--- src/rtl/recon_step_scheduler_pkg.sv ---
// Shared types and constants for the intra-loop reconstructor.
// State encoding, frame block counts and enabler encodings.
package intra_pkg;

  typedef enum logic [2:0] {
    S_IDLE,
    S_READY,
    S_FETCH,
    S_NPWAIT,
    S_PRED,
    S_WB,
    S_DONE
  } recon_state_t;

  localparam logic [2:0] EN_NONE    = 3'b000;
  localparam logic [2:0] EN_EXTRACT = 3'b001;
  localparam logic [2:0] EN_PREDICT = 3'b010;
  localparam logic [2:0] EN_WB      = 3'b100;

  function automatic int unsigned blk_count(
    input int unsigned w,
    input int unsigned l,
    input int unsigned e
  );
    return (w / e) * (l / e);
  endfunction

  localparam int unsigned NL = blk_count(1280, 720, 4);
  localparam int unsigned NC = blk_count(1280, 720, 8);

endpackage

--- src/rtl/recon_step_scheduler_fb_collector.sv ---
// Sticky predadder done flags, step exit condition and PRED watchdog.
// A live pulse counts toward exit on the same cycle it arrives.
module fb_collector #(
  parameter int unsigned TIMEOUT = 64
) (
  input  logic clk,
  input  logic reset,
  input  logic clr,
  input  logic in_pred,
  input  logic chroma_step,
  input  logic fb_luma4x4,
  input  logic fb_chromab8x8,
  input  logic fb_chromar8x8,
  output logic done,
  output logic expire
);

  localparam int unsigned WDW = $clog2(TIMEOUT);
  localparam logic [WDW-1:0] WD_LAST = WDW'(TIMEOUT - 1);

  logic           f_l;
  logic           f_b;
  logic           f_r;
  logic           any_l;
  logic           any_b;
  logic           any_r;
  logic [WDW-1:0] wd;

  assign any_l = f_l | (in_pred & fb_luma4x4);
  assign any_b = f_b | (in_pred & fb_chromab8x8);
  assign any_r = f_r | (in_pred & fb_chromar8x8);

  assign done = in_pred & any_l
              & (~chroma_step | (any_b & any_r));

  // completion on the final watchdog cycle beats expiry
  assign expire = in_pred & (wd == WD_LAST) & ~done;

  always_ff @(posedge clk) begin
    if (reset || clr) begin
      f_l <= 1'b0;
      f_b <= 1'b0;
      f_r <= 1'b0;
    end else if (in_pred) begin
      f_l <= any_l;
      f_b <= any_b;
      f_r <= any_r;
    end
  end

  always_ff @(posedge clk) begin
    if (reset || clr || !in_pred) begin
      wd <= '0;
    end else if (wd != WD_LAST) begin
      wd <= wd + 1'b1;
    end
  end

endmodule

--- src/rtl/recon_step_scheduler.sv ---
// Frame-level step sequencer for the intra-loop reconstructor.
// One luma 4x4 per step; every 4th step adds the two chroma 8x8 blocks.
module recon_step_scheduler
  import intra_pkg::*;
#(
  parameter int unsigned WIDTH     = 1280,
  parameter int unsigned LENGTH    = 720,
  parameter int unsigned LUMA_MB   = 4,
  parameter int unsigned CHROMA_MB = 8,
  parameter int unsigned NP_LAT    = 1,
  parameter int unsigned TIMEOUT   = 64
) (
  input  logic        clk,
  input  logic        reset,
  input  logic        start,
  input  logic        abort,
  input  logic        blk_valid,
  output logic        blk_ready,
  input  logic        fb_luma4x4,
  input  logic        fb_chromab8x8,
  input  logic        fb_chromar8x8,
  output logic [2:0]  enabler,
  output logic [31:0] mbnumber_luma4x4,
  output logic [31:0] mbnumber_chroma,
  output logic        chroma_step,
  output logic        step_done,
  output logic        busy,
  output logic        frame_done,
  output logic        timeout_err
);

  localparam int unsigned NUM_L = blk_count(WIDTH, LENGTH, LUMA_MB);
  localparam int unsigned NUM_C = blk_count(WIDTH, LENGTH, CHROMA_MB);
  localparam logic [31:0] LAST_L = 32'(NUM_L - 1);
  localparam int unsigned NPW = (NP_LAT > 1) ? $clog2(NP_LAT) : 1;
  localparam logic [NPW-1:0] NP_LAST = NPW'(NP_LAT - 1);

  // chroma blocks must tile the frame at one per four luma steps
  if (NUM_C * 4 != NUM_L) begin : g_geom_chk
    $error("chroma/luma block counts inconsistent");
  end

  recon_state_t   state;
  recon_state_t   state_nx;
  logic [31:0]    luma_cnt;
  logic [31:0]    chroma_cnt;
  logic [NPW-1:0] np_cnt;
  logic           in_pred;
  logic           fb_clr;
  logic           fb_done;
  logic           fb_expire;
  logic           active;

  assign in_pred = (state == S_PRED);
  assign fb_clr  = (state == S_FETCH) | abort;
  assign active  = (state != S_IDLE) && (state != S_DONE);

  assign chroma_step      = active && (luma_cnt[1:0] == 2'b00);
  assign mbnumber_luma4x4 = luma_cnt;
  assign mbnumber_chroma  = chroma_cnt;

  fb_collector #(
    .TIMEOUT(TIMEOUT)
  ) u_fb (
    .clk          (clk),
    .reset        (reset),
    .clr          (fb_clr),
    .in_pred      (in_pred),
    .chroma_step  (chroma_step),
    .fb_luma4x4   (fb_luma4x4),
    .fb_chromab8x8(fb_chromab8x8),
    .fb_chromar8x8(fb_chromar8x8),
    .done         (fb_done),
    .expire       (fb_expire)
  );

  always_comb begin
    state_nx   = state;
    enabler    = EN_NONE;
    blk_ready  = 1'b0;
    step_done  = 1'b0;
    frame_done = 1'b0;
    busy       = 1'b0;
    unique case (state)
      S_IDLE: begin
        if (start) state_nx = S_READY;
      end
      S_READY: begin
        busy      = 1'b1;
        blk_ready = 1'b1;
        if (blk_valid) state_nx = S_FETCH;
      end
      S_FETCH: begin
        busy     = 1'b1;
        enabler  = EN_EXTRACT;
        state_nx = S_NPWAIT;
      end
      S_NPWAIT: begin
        busy = 1'b1;
        if (np_cnt == NP_LAST) state_nx = S_PRED;
      end
      S_PRED: begin
        busy    = 1'b1;
        enabler = EN_PREDICT;
        if (fb_done)        state_nx = S_WB;
        else if (fb_expire) state_nx = S_IDLE;
      end
      S_WB: begin
        busy      = 1'b1;
        enabler   = EN_WB;
        step_done = 1'b1;
        state_nx  = (luma_cnt == LAST_L) ? S_DONE : S_READY;
      end
      S_DONE: begin
        frame_done = 1'b1;
        state_nx   = S_IDLE;
      end
      default: state_nx = S_IDLE;
    endcase
    if (abort) state_nx = S_IDLE;
  end

  always_ff @(posedge clk) begin
    if (reset) begin
      state       <= S_IDLE;
      luma_cnt    <= '0;
      chroma_cnt  <= '0;
      np_cnt      <= '0;
      timeout_err <= 1'b0;
    end else begin
      state  <= state_nx;
      np_cnt <= (state == S_NPWAIT && !abort) ? np_cnt + 1'b1 : '0;
      if (abort) begin
        luma_cnt   <= '0;
        chroma_cnt <= '0;
      end else begin
        unique case (1'b1)
          (state == S_IDLE) && start: begin
            luma_cnt    <= '0;
            chroma_cnt  <= '0;
            timeout_err <= 1'b0;
          end
          (state == S_WB): begin
            luma_cnt <= luma_cnt + 32'd1;
            if (chroma_step) chroma_cnt <= chroma_cnt + 32'd1;
          end
          (state == S_DONE): begin
            luma_cnt   <= '0;
            chroma_cnt <= '0;
          end
          (state == S_PRED) && fb_expire: begin
            timeout_err <= 1'b1;
          end
          default: ;
        endcase
      end
    end
  end

endmodule

--- config.mk ---
export PLATFORM = sky130hd
export DESIGN_NAME = recon_step_scheduler
export DESIGN_NICKNAME = d
export VERILOG_FILES = /design/src/rtl/recon_step_scheduler_pkg.sv /design/src/rtl/recon_step_scheduler_fb_collector.sv /design/src/rtl/recon_step_scheduler.sv
export SDC_FILE = /design/constraint.sdc
export NUM_CORES = 1
export LEC_CHECK = 0
export BUFFER_PORTS_ARGS = -buffer_cell sky130_fd_sc_hd__buf_2
export CORE_MARGIN = 2
export CORE_UTILIZATION = 36
export DETAILED_ROUTE_END_ITERATION = 6
export HOLD_SLACK_MARGIN = 0.02
export PLACE_DENSITY = 0.67
export SYNTH_ARGS = -nofsm -noshare
export SYNTH_HDL_FRONTEND = slang
export SYNTH_HIERARCHICAL = 1
export SYNTH_SLANG_ARGS = --single-unit
--- constraint.sdc ---
create_clock -name clk -period 5.99 [get_ports clk]
set_input_delay 0.8985 -clock clk [delete_from_list [all_inputs] [get_ports clk]]
set_output_delay 0.8985 -clock clk [all_outputs]
set_load 0.1 [all_outputs]
Word level (Yosys, flattened, before mapping)
Cells that the tools add are included.
{"block": "classes", "n_addsub": 4, "eq_ne": 15, "mux": 16, "bitwise": 17, "n_reduce_logical": 21}
{"op": "32-bit case mux with 2 select lines", "count": 2}
{"op": "32-bit by 1-bit adder with 32-bit output (second input constant)", "count": 2}
{"op": "32-bit by 16-bit equality test with 1-bit output (second input constant)", "count": 1}
{"op": "32-bit 2-to-1 mux", "count": 1}
{"op": "3-bit 2-to-1 mux", "count": 6}
{"op": "3-bit case mux with 6 select lines", "count": 1}
{"op": "3-bit equality test (second input constant)", "count": 3}
{"op": "3-bit case mux with 3 select lines", "count": 1}
{"op": "1-bit AND", "count": 8}
{"op": "6-bit by 1-bit adder with 6-bit output (second input constant)", "count": 1}
{"op": "3-bit by 2-bit equality test with 1-bit output (second input constant)", "count": 2}
{"op": "6-bit equality test (second input constant)", "count": 1}
{"op": "2-bit != test (second input constant)", "count": 3}
{"op": "3-bit != test (second input constant)", "count": 2}
{"op": "6-bit != test (second input constant)", "count": 1}
{"op": "2-bit OR reduction", "count": 3}
{"op": "1-bit logical AND", "count": 5}
{"op": "1-bit bitwise OR", "count": 5}
{"op": "5-bit OR reduction", "count": 1}
{"op": "1-bit 2-to-1 mux", "count": 4}
{"op": "1-bit NOT", "count": 4}
{"op": "2-bit AND reduction", "count": 2}
{"op": "4-bit AND reduction", "count": 1}
{"op": "2-bit nonzero test", "count": 2}
{"op": "other kinds (9)", "count": 11}
{"block": "word_totals", "regBits": 78, "in_bits": 8, "out_inout_bits": 73}

Longest topological paths before layout
{"block": "depth", "word_depth": 11, "depth_mapped": 10, "depth_no_buf": 9}

By module
Netlist, hierarchy kept.
{"module": "recon_step_scheduler", "n_inst": 1, "cells_each": 465, "area_per_inst_um2": 3829.9, "seq_area_each_um2": 1381.3}
{"module": "fb_collector", "n_inst": 1, "cells_each": 48, "area_per_inst_um2": 440.4, "seq_area_each_um2": 180.2}

Least setup slack after synthesis
OpenSTA, ideal clock, no wires.
{"block": "synth_timing", "kind": "reg-to-reg", "from": "register luma_cnt[0] (netlist: mbnumber_luma4x4[0])", "to": "register state[1]", "t_arrival_ns": 4.453, "required_ns": 5.933, "slack_ns": 1.480, "path_stages_with_launch": 10, "path_buffers": 0, "period_less_slack_ns": 4.510, "cell_sequence": "dfxtp_1 -> inv_1 -> ha_1 -> a21boi_0 -> a21oi_1 -> nor3b_2 -> nor3b_1 -> o21ai_0 -> o2111ai_1 -> o21ba_2"}
{"block": "synth_via", "elab_chain_len": 9}
{"element": "start: declaration", "line": "recon_step_scheduler.sv:45", "rtl": "logic [31:0] luma_cnt;"}
{"element": "start signal: assignment", "line": "recon_step_scheduler.sv:144", "rtl": "luma_cnt <= luma_cnt + 32'd1;"}
{"element": "2-bit zero test", "line": "recon_step_scheduler.sv:58", "rtl": "assign chroma_step = active && (luma_cnt[1:0] == 2'b00);"}
{"element": "1-bit logical AND", "line": "recon_step_scheduler.sv:58"}
{"element": "via chroma_step", "line": "recon_step_scheduler.sv:25", "rtl": "output logic chroma_step,"}
{"element": "1-bit NOT", "line": "recon_step_scheduler_fb_collector.sv:34", "rtl": "& (~chroma_step | (any_b & any_r));"}
{"element": "1-bit bitwise OR", "line": "recon_step_scheduler_fb_collector.sv:34"}
{"element": "1-bit AND", "line": "recon_step_scheduler_fb_collector.sv:34"}
{"element": "1-bit NOT", "line": "recon_step_scheduler_fb_collector.sv:37", "rtl": "assign expire = in_pred & (wd == WD_LAST) & ~done;"}
{"element": "1-bit AND", "line": "recon_step_scheduler_fb_collector.sv:37"}
{"element": "via fb_expire", "line": "recon_step_scheduler.sv:51", "rtl": "logic fb_expire;"}
{"element": "3-bit != test (no source line)"}
{"element": "4-bit AND reduction (no source line)"}
{"element": "end signal: assignment", "line": "recon_step_scheduler.sv:131", "rtl": "state <= state_nx;"}
{"element": "end: declaration", "line": "recon_step_scheduler.sv:43", "rtl": "recon_state_t state;"}
The timed path passes the listed nets, and every way through them passes these cells.
A chain may end at the register's enable or synchronous reset.

Final worst setup path
{"block": "layout_timing", "from": "register state[2]", "to": "output port enabler[2]"}
{"block": "layout_via", "elab_chain_len": 2}
{"element": "3-bit equality test or 3-bit by 2-bit equality test with 1-bit output (tied branches)", "line": "recon_step_scheduler.sv:84", "rtl": "unique case (state)"}
{"element": "3-bit case mux with 3 select lines (*)", "line": "recon_step_scheduler.sv:84"}
{"element": "end: declaration", "line": "recon_step_scheduler.sv:22", "rtl": "output logic [2:0] enabler,"}
Every way passes the cells marked *; elsewhere a longest branch is shown, timed or not.

==> flow_summary_export.csv <==
group,metric,value,unit
critical_path,max_stage_delay,0.76,ns
global_route,grt_max_degree,50,
timing,slew_viol_final,0,
global_route,overflow,0,
run,cap_violations,0,
critical_path,worstReg2RegEnd,"mbnumber_luma4x4[23]$_SDFFE_PP0P_",
drt,final_antenna_net_count,0,
global_route,grtUsageMet2,28.55,%
timing,rsz0062_at_grt,"false",
critical_path,slowest_stage,"dfxtp_1",
placed_design,dp.cells,700,
timing,hold_slack,0.4924,ns
clocking,post-cts-setup-buffer-count,0,
drt,drt-wirelength-per-cell,15.27,um
hold_path,holdPathStages,2,
synthesis,synth_enable_flop_cells,0,
synthesis,synth_area,0.004270,mm2
clocking,cts_root_buf,"clkbuf_16",
status,status,"finished, violations left",
critical_path,path_class,"reg2out",
global_route,grt_pass1_wl,17890,um
synthesis,ys_ff_latch,78,
die,rows,39,
critical_path,crit_arrival,2.40,ns
synthesis,synth_cell_types,56,
status,violations,"DRC",
finish,nNetsFinal,580,
die,die_y,112.9,um
drt,vias,4152,
timing,finalHoldViolations,0,
timing,final.setup_skew,0.008292,ns
die,coreArea,0.01152,mm2
placed_design,dp_slack,3.069,ns
global_route,grt_pass1_vias,3718,
critical_path,cp.required,5.09,ns
clocking,ctsHoldBuffers,0,
finish,syn_to_final_growth,16.52,%
clocking,clkSinkCount,78,
power,vdd_drop_max,0.1165,mV
die,io_pins,81,
synthesis,yosys_warnings,6,
finish,drive_above_1_share,20.07,%
drt,routed_wl,10930,um
drt,drc,5,
power,p_per_area,218.7,mW/mm2
timing,fin_crit,3.295,ns
die,die_x,112.9,um
synthesis,synth_flop_cell,"dfxtp_1",
timing,fin_tns_setup,0,ns
synthesis,syn_inst,513,
synthesis,synth.net_count,525,
global_route,top_usage_layer,"met2",
drt,drtPass1Iterations,7,
hold_path,min_from,"mbnumber_chroma[18]$_SDFFE_PP0P_",
timing,setup-violations-final,0,
clocking,clock_path_buffers,2,
global_route,grt_util_met3,3.214,%
critical_path,reg2regPathDepth,5,
global_route,antenna_found_initial,0,
critical_path,path_max_fanout,23,
finish,antennaDiodeCount,0,
clocking,clkTransAtPathRegs,0.06,ns
clocking,cts-resized-gates,0,
power,leakagePower,0.001727,uW
drt,avgViaCountPerCell,5.799,
critical_path,start_kind,"flip-flop",
timing,fmax,0.3035,GHz
clocking,cts_made_buffers,9,
critical_path,critPathCaptureType,"output port",
critical_path,rrSetupSlack,3.36,ns
synthesis,seq_area_frac_synth,36.57,%
synthesis,async_reset_ff_share,0,%
global_route,grtUsageTotal,16.97,%
global_route,grt_util_met1,21.54,%
hold_path,holdPathEnd,"mbnumber_chroma[18]$_SDFFE_PP0P_",
timing,fin_crit_sh,55.01,%
timing,worst_pin_slew,0.8987,ns
timing,setup_ws,2.695,ns
critical_path,cp_top_family,"buffers and inverters",
critical_path,reg2reg_from,"state[2]$_SDFFE_PP0P_",
clocking,tritoncts,"built",
die,initial_utilization,37.08,%
critical_path,cp.buffers_inverters,2,
die,dieArea,0.01275,mm2
critical_path,cp_cell_sequence,"nand3b_1 -> inv_1 -> buf_2",
hold_path,hp-class,"reg2reg",
placed_design,portBuffers,80,
drt,drtIter0Drc,298,
placed_design,dp_hpwl,7404,um
placed_design,gp_congestion,0.7882,
clocking,insertion_delay,0.34,ns
clocking,cts.htree.levels,3,
synthesis,postSynthAreaPerCell,8.324,um2
timing,slew_headroom,40.08,%
finish,fin_cells,716,
[area by class of cell]
class	count	area, um2
flip-flops and latches	78	1562
well taps	143	178.9
fillers	1162	6540
multi-input cells	384	2482
clock inverters	6	46.29
clock buffers	10	239.0
inverters	12	45.04
repair buffers	83	422.9
[layout by cell type, fill, tap and decap left out, types with 4 or more instances in the layout]
master	n
and3_1	8
ha_1	4
nor3b_1	4
dfxtp_1	78
o31ai_1	27
clkbuf_16	9
and2_1	7
nand3b_1	15
nand3_1	40
xnor2_1	5
nor2_1	25
o21ai_0	12
mux2i_1	15
nor4_1	20
nand2_1	31
or4_1	25
nor3_1	9
o21ai_1	4
nand4_1	21
a21oi_1	46
or3_1	9
xor2_1	9
buf_2	80
inv_1	12
and4_1	11
[where the power goes]
group	total [uW]	leakage (uW)	switching, uW	internal (uW)
clock network	519	0.000135	225	294
logic	47.1	0.000964	35.7	11.4
registers	522	0.000628	2.67	519
[how the worst max path moves through the flow]
| stage | start | to | depth (start not counted) |
|---|---|---|---|
| 2_1_floorplan | mbnumber_luma4x4[0]$_SDFFE_PP0P_ | state[1]$_SDFFE_PP0P_ | 9 |
| 3_3_place_gp | state[2]$_SDFFE_PP0P_ | enabler[2] | 3 |
| 3_5_place_dp | state[2]$_SDFFE_PP0P_ | enabler[2] | 3 |
| 4_1_cts | state[2]$_SDFFE_PP0P_ | enabler[2] | 3 |
| 5_1_grt | state[2]$_SDFFE_PP0P_ | step_done | 3 |
| 6_report | state[2]$_SDFFE_PP0P_ | enabler[2] | 3 |
[sequential cells by signal, summed over array words and instances, names as in the netlist]
signal            cells
u_fb/wd               6
np_cnt                1
mbnumber_chroma      32
u_fb/f_r              1
u_fb/f_b              1
u_fb/f_l              1
state                 3
timeout_err           1
mbnumber_luma4x4     32
[metrics by stage]
step | utilization [%] | power (uW) | area [um2]
finish | 43.21 | 1088 | 4976
detailed placement | 40.73 | 580.5 | 4691
global placement | 40.73 | 579.6 | 4691
CTS | 43.21 | 1103 | 4976
floorplan | - | 569.6 | 4270
global route | 43.21 | 1127 | 4976
[synth_stat cells, drive strengths merged (2+ instances only)]
cell	count	area [um2]
a211oi	2	15.01
a21oi	46	230.2
and3	10	68.82
o31ai	27	202.7
dfxtp	78	1562
nor3	10	55.05
o311ai	2	35.04
nor4	20	125.1
clkbuf	22	82.58
ha	4	50.05
or4	25	187.7
inv	12	45.04
xor2	9	78.83
nand3b	15	112.6
a21o	2	15.01
nand3	42	227.7
or3	9	56.30
mux2i	15	150.1
or2	2	12.51
buf	17	101.3
nand2b	3	18.77
and2	7	43.79
nor3b	7	67.57
and4	11	96.34
nor4b	2	32.53
nor2	26	97.59
nand4	21	131.4
nand2	31	116.4
o21ai	16	80.08
o211ai	2	15.01
xnor2	5	43.79
[cells by family after synthesis]
group                      after synthesis  synth area share [%]
AOI/OAI and AO/OA                      106                 15.68
buffers and inverters                   51                 5.362
xor gates and xnor gates                14                 2.871
and+or+nand+nor                        245                 34.84
adders and majority gates                4                 1.172
muxes                                   15                 3.516
DFF                                     78                 36.57
[layer usage]
| layer | wire, um | part of all wire [%] |
|---|---|---|
| met1 | 4867 | 45 |
| met2 | 5326 | 49 |
| met3 | 572 | 5.2 |
| met4 | 166 | 1.5 |
| met5 | 0 | 0 |
[worst reg2reg max path, cell delays in order, from the launching register on]
cell and delay [ns]:
dfxtp_1 0.76, nand3b_1 0.21, inv_1 0.54, nand4_1 0.42, or4_1 0.50, a21oi_1 0.15
(Power assumes the default switching activity.)
